File: src/rtl/bin_to_bcd_seq.sv
// Sequential double-dabble binary-to-BCD converter feeding per-digit seven-segment decoders.
// Optional leading-zero blanking is enabled by defining BIN_TO_BCD_LZ_BLANK_EN.
module bin_to_bcd_seq #(
  parameter int WIDTH  = 14,
  parameter int DIGITS = 4
) (
  input  logic                  clk,
  input  logic                  reset,
  input  logic [WIDTH-1:0]      value_in,
  input  logic                  start,
  output logic                  ready,
  output logic                  done,
  output logic [4*DIGITS-1:0]   bcd_out,
  output logic                  overflow
);

  localparam int CNT_W = $clog2(WIDTH + 1);
  localparam int BCD_W = 4 * DIGITS;

  localparam logic [1:0] ST_IDLE = 2'd0;
  localparam logic [1:0] ST_CONV = 2'd1;
  localparam logic [1:0] ST_DONE = 2'd2;

  function automatic logic [31:0] max_bcd(input int digits);
    logic [31:0] p;
    p = 32'd1;
    for (int i = 0; i < digits; i++) p = p * 32'd10;
    return p - 32'd1;
  endfunction

  localparam logic [31:0] MAX_VAL = max_bcd(DIGITS);
  localparam logic [BCD_W-1:0] BLANK_ALL = {DIGITS{4'hF}};

  function automatic logic [3:0] add3(input logic [3:0] n);
    return (n >= 4'd5) ? n + 4'd3 : n;
  endfunction

`ifdef BIN_TO_BCD_LZ_BLANK_EN
  // Blank zero digits from the top down until the first non-zero; digit 0 always shown.
  function automatic logic [BCD_W-1:0] lz_blank(input logic [BCD_W-1:0] d);
    logic [BCD_W-1:0] r;
    logic             lead;
    r    = d;
    lead = 1'b1;
    for (int i = DIGITS - 1; i > 0; i--) begin
      if (lead && d[4*i +: 4] == 4'd0) r[4*i +: 4] = 4'hF;
      else lead = 1'b0;
    end
    return r;
  endfunction
`endif

  logic [1:0]       state;
  logic [CNT_W-1:0] cnt;
  logic [WIDTH-1:0] shreg;
  logic [BCD_W-1:0] scratch;
  logic [BCD_W-1:0] scratch_adj;
  logic [BCD_W-1:0] result;
  logic             ovf_flag;

  assign ready = (state == ST_IDLE);

  always_comb begin
    scratch_adj = '0;
    for (int i = 0; i < DIGITS; i++) scratch_adj[4*i +: 4] = add3(scratch[4*i +: 4]);
  end

  always_comb begin
    result = scratch;
`ifdef BIN_TO_BCD_LZ_BLANK_EN
    result = lz_blank(scratch);
`endif
    if (ovf_flag) result = BLANK_ALL;
  end

  always_ff @(posedge clk or posedge reset) begin
    if (reset) begin
      state    <= ST_IDLE;
      cnt      <= '0;
      shreg    <= '0;
      scratch  <= '0;
      ovf_flag <= 1'b0;
      done     <= 1'b0;
      overflow <= 1'b0;
      bcd_out  <= BLANK_ALL;
    end else begin
      done <= 1'b0;
      case (state)
        ST_IDLE: begin
          if (start) begin
            shreg    <= value_in;
            scratch  <= '0;
            cnt      <= CNT_W'(WIDTH);
            ovf_flag <= (32'(value_in) > MAX_VAL);
            state    <= ST_CONV;
          end
        end
        ST_CONV: begin
          // Top-digit carry-out is dropped; it only happens on overflow, which is masked later.
          {scratch, shreg} <= {scratch_adj, shreg} << 1;
          cnt <= cnt - 1'b1;
          if (cnt == CNT_W'(1)) state <= ST_DONE;
        end
        ST_DONE: begin
          bcd_out  <= result;
          overflow <= ovf_flag;
          done     <= 1'b1;
          state    <= ST_IDLE;
        end
        default: state <= ST_IDLE;
      endcase
    end
  end

endmodule

File: config.mk
export PLATFORM = sky130hd
export DESIGN_NAME = bin_to_bcd_seq
export DESIGN_NICKNAME = d
export VERILOG_FILES = /design/src/rtl/bin_to_bcd_seq.sv
export SDC_FILE = /design/constraint.sdc
export NUM_CORES = 1
export LEC_CHECK = 0
export CORE_ASPECT_RATIO = 1.1
export CORE_MARGIN = 8
export CORE_UTILIZATION = 34
export DETAILED_ROUTE_END_ITERATION = 16
export PLACE_DENSITY = 0.6
export SLEW_MARGIN = 20
export SYNTH_ARGS = -nofsm -noshare
export SYNTH_HDL_FRONTEND = slang
export SYNTH_SLANG_ARGS = --single-unit
export TNS_END_PERCENT = 5
File: constraint.sdc
create_clock -name clk -period 1.8 [get_ports clk]
set_clock_uncertainty 0.05 [all_clocks]
set_input_delay 0.18 -clock clk [delete_from_list [all_inputs] [get_ports clk]]
set_output_delay 0.18 -clock clk [all_outputs]
set_load 0.02 [all_outputs]
==> flow_summary_export.csv <==
group,metric,value,unit
final_layout,finish.net_count,342,
cts,clk_slew_on_worst_s_h_paths,0.10,ns
synth,synth-compound-area-share,14.2,%
critical_path,cp.required,1.57,ns
pwr,net-switching-power,2150,uW
final_layout,n_antenna_cell,0,
pwr,pwr-share-clk,12.4,%
timing,finalSetupTns,0,ns
critical_path,critical_path_arrival,1.45,ns
synth,post_synthesis_mux_area_share,1.72,%
final_layout,filler_cell_count,759,
floorplan,core_area,7470,um2
global_routing,globalRoute.totalOverflow,0,
timing,setup_violations,0,
pwr,cellInternalPower,3280,uW
route,avgRoutedWirePerCell,12.5,um
pwr,share_of_power_burned_in_combinational_logic,45.1,%
synth,synthSimpleGateAreaFrac,19.4,%
cts,numClockSinks,55,
final_layout,final_cell_mix,"nand2_1, dfrtp_1, clkdlybuf4s50_1, o21ai_0, nor2_1",
floorplan,die_h,108,um
floorplan,dieArea,10800,um2
critical_path,critPathLaunchType,"register",
timing,worst-slew-pin-transition,0.634,ns
pwr,power_density,1700,nW/um2
timing,hold_viol_final,0,
global_routing,vias_in_the_first_global_route,2016,
route,drt-pass1-iter-count,4,
floorplan,ios,36,
final_layout,multi_input_area,1100,um2
final_layout,area.sequential,1400,um2
synth,mappedNetlistArea,2620,um2
timing,post-route-period-util,93.4,%
critical_path,worst_path_largest_cell_delay,0.60,ns
route,first_iter_violations,91,
critical_path,criticalPathCategory,"register to primary output",
synth,synthesis.yosys.warnings,0,
placed_design,finalWeightedCongestion,0.752,
timing,max-slew-margin-rel,57.7,%
run,timing.max_cap.violations,0,
critical_path,end_kind,"primary output",
hold_path,min-delay-path-class,"input pin to async pin",
synth,synthesis.instances,284,
pwr,pwr-share-seq,42.5,%
placed_design,dpl.cell_count,413,
cts,tritoncts,"built",
critical_path,timing.critical_path.buf_inv,1,
floorplan,die_w,99.7,um
floorplan,starting_density,35.1,%
final_layout,fin_util,42.8,%
placed_design,detailed_place_hpwl,3570,um
cts,cts.path.max_buffers,2,
critical_path,critPathTopFamily,"buffers and inverters",
synth,cell_taking_the_most_area_after_synthesis,"dfrtp_1",
synth,area_share_of_xor_xnor_cells_in_the_synthesized_design,1.67,%
synth,post_synth_fa_ha_maj_area_fraction,4.77,%
critical_path,cp_cell_sequence,"clkdlybuf4s50_1",
final_layout,layout_cell_share_with_drive_strength_beyond_1,12.0,%
route,post-route-drc-count,0,
final_layout,areaGrowthSynthToFinish,21.9,%
pwr,sw_frac_of_total,39.6,%
pwr,worst_ir_drop_vdd,483,uV
final_layout,mostFrequentLayoutCell,"nand2_1",
synth,synthDominantCellAreaShare,37.2,%
synth,synth.lib_cells_used.distinct,29,
timing,rsz_0062_raised_after_global_routing,"no",
route,totalWireLength,5250,um
synth,dominant_combinational_cell_family_by_area_after_synthesis,"simple AND/OR/NAND/NOR gates",
timing,finalWorstPathRequiredPeriod,1.68,ns
placed_design,place.port_buffers,35,
route,post_drt_via_cell_ratio,4.79,
route,num_vias,2015,
global_routing,track_usage,10.4,%
global_routing,grt_first_pass_wirelength,9210,um
critical_path,timing.critical_path.fanout_max,2,
synth,ys_seq_elements,55,
synth,synth.avg_cell_area,9.23,um2
synth,area_contributors_post_synth,"dfrtp_1, dfstp_2, nand2_1, o21ai_0, ha_1",
synth,synth.yosys.seq_area_share,53.2,%
cts,cts_htree_levels,2,
cts,cts_inserted_buffers,5,
pwr,leakage_component_of_the_power,0.00136,uW
run_status,outcome,"finished, final reports clean",
floorplan,floorplan.rows,33,
critical_path,critPathSlowestCell,"clkdlybuf4s50_1",
synth,synthesis.nets,311,
cts,clk-insertion-delay-late,0.30,ns
timing,fmax,595,MHz
global_routing,grt_max_degree,56,
cts,ctsRootBufferMaster,"clkbuf_8",
route,antenna_violating_nets_post_route,0,
global_routing,initial_antenna_violation_count,0,
timing,report.final.slew_viol_count,0,
final_layout,layoutNonFillerInstCount,421,
[path summary, 6_finish.rpt]
| kind | startpoint | to | slack (ns) | depth (start not counted) |
|---|---|---|---|---|
| max | bcd_out[10]$_DFFE_PP1P_ | bcd_out[10] | 0.12 | 1 |
| min | reset | cnt[2]$_DFFE_PP0P_ | 0.18 | 3 |
| max reg2reg | scratch[0]$_DFFE_PP0P_ | scratch[2]$_DFFE_PP0P_ | 0.12 | 6 |
| min reg2reg | bcd_out[6]$_DFFE_PP1P_ | bcd_out[6]$_DFFE_PP1P_ | 0.43 | 2 |
| max in group asynchronous | reset | bcd_out[3]$_DFFE_PP1P_ | 1.22 | 3 |
| min in group clk | value_in[0] | shreg[0]$_DFFE_PP0P_ | 0.34 | 3 |
[per-layer routing]
layer / GRT usage [%] / up-vias / routed length, um
met1: 13.3 / 951 / 2560
met5: 0 / - / 0
li1: - / 1022 / -
met3: 3.02 / 2 / 238
met4: 3.46 / 0 / 30
met2: 16.5 / 40 / 2430
[flip-flops by register name, summed over array words and instances, names as in the netlist]
name / count
bcd_out: 16
ovf_flag: 1
done: 1
overflow: 1
shreg: 14
scratch: 16
state: 2
cnt: 4
[power groups by stage]
stage                     Clock, uW  Sequential (uW)  Combinational, uW
after detailed placement          0             2330               2470
final                           674             2310               2450
after global placement            0             2310               2420
after floorplan                   0             2350               1650
after CTS                       704             2310               2480
after global routing            743             2400               2780
[worst min-delay path, cell delays in order]
cell and delay, ns:
clkdlybuf4s50_1 0.41, inv_2 0.07, buf_12 0.27
[repair_timing]
action | 4_1_cts | 5_1_grt
buffers inserted | 0 | 0
hold buffers | 0 | 0
endpoints found under the setup margin | 0 | 3
gates resized for setup | 0 | 3
[kinds of logic after synthesis]
logic type      Yosys count
fa+ha+maj                10
buf+inv                  31
compound gates           64
flops                    55
xor+xnor                  5
simple gates            115
mux                       4
[cells in the mapped netlist]
library cell and number:
a21oi_1 8, a31oi_1 13, a32o_1 4, and2_1 2, and3_1 1, buf_2 9
buf_4 1, clkbuf_1 9, dfrtp_1 39, dfstp_2 16, ha_1 10, inv_1 12
mux2_2 4, nand2_1 48, nand2_2 1, nand2b_1 5, nand3_1 16, nor2_1 31
nor2b_1 1, nor3_1 1, nor3b_1 4, nor4_1 2, o211ai_1 1, o21ai_0 33
o31ai_1 5, or2b_1 1, or3_1 1, or3b_1 1, xnor2_1 5
[final cells by class]
cell class,count,area share [%]
Clock buffer,7,2.39
Inverter,12,1.41
Timing Repair Buffer,43,13.7
Sequential cell,55,43.7
Clock inverter,1,0.235
Tap cell,105,4.11
Multi-Input combinational cell,198,34.5
[metrics by stage]
stage	hold WS (ns)	cell area, um2	power (uW)	setup WS [ns]
after floorplan	0.235	2620	4010	0.254
after global placement	0.416	3100	4730	0.154
after detailed placement	0.419	3100	4800	0.0929
after CTS	0.182	3190	5480	0.00367
after global routing	0.213	3200	5920	0.00768
final	0.182	3200	5430	0.119
Power figures use the tool's default switching activity.
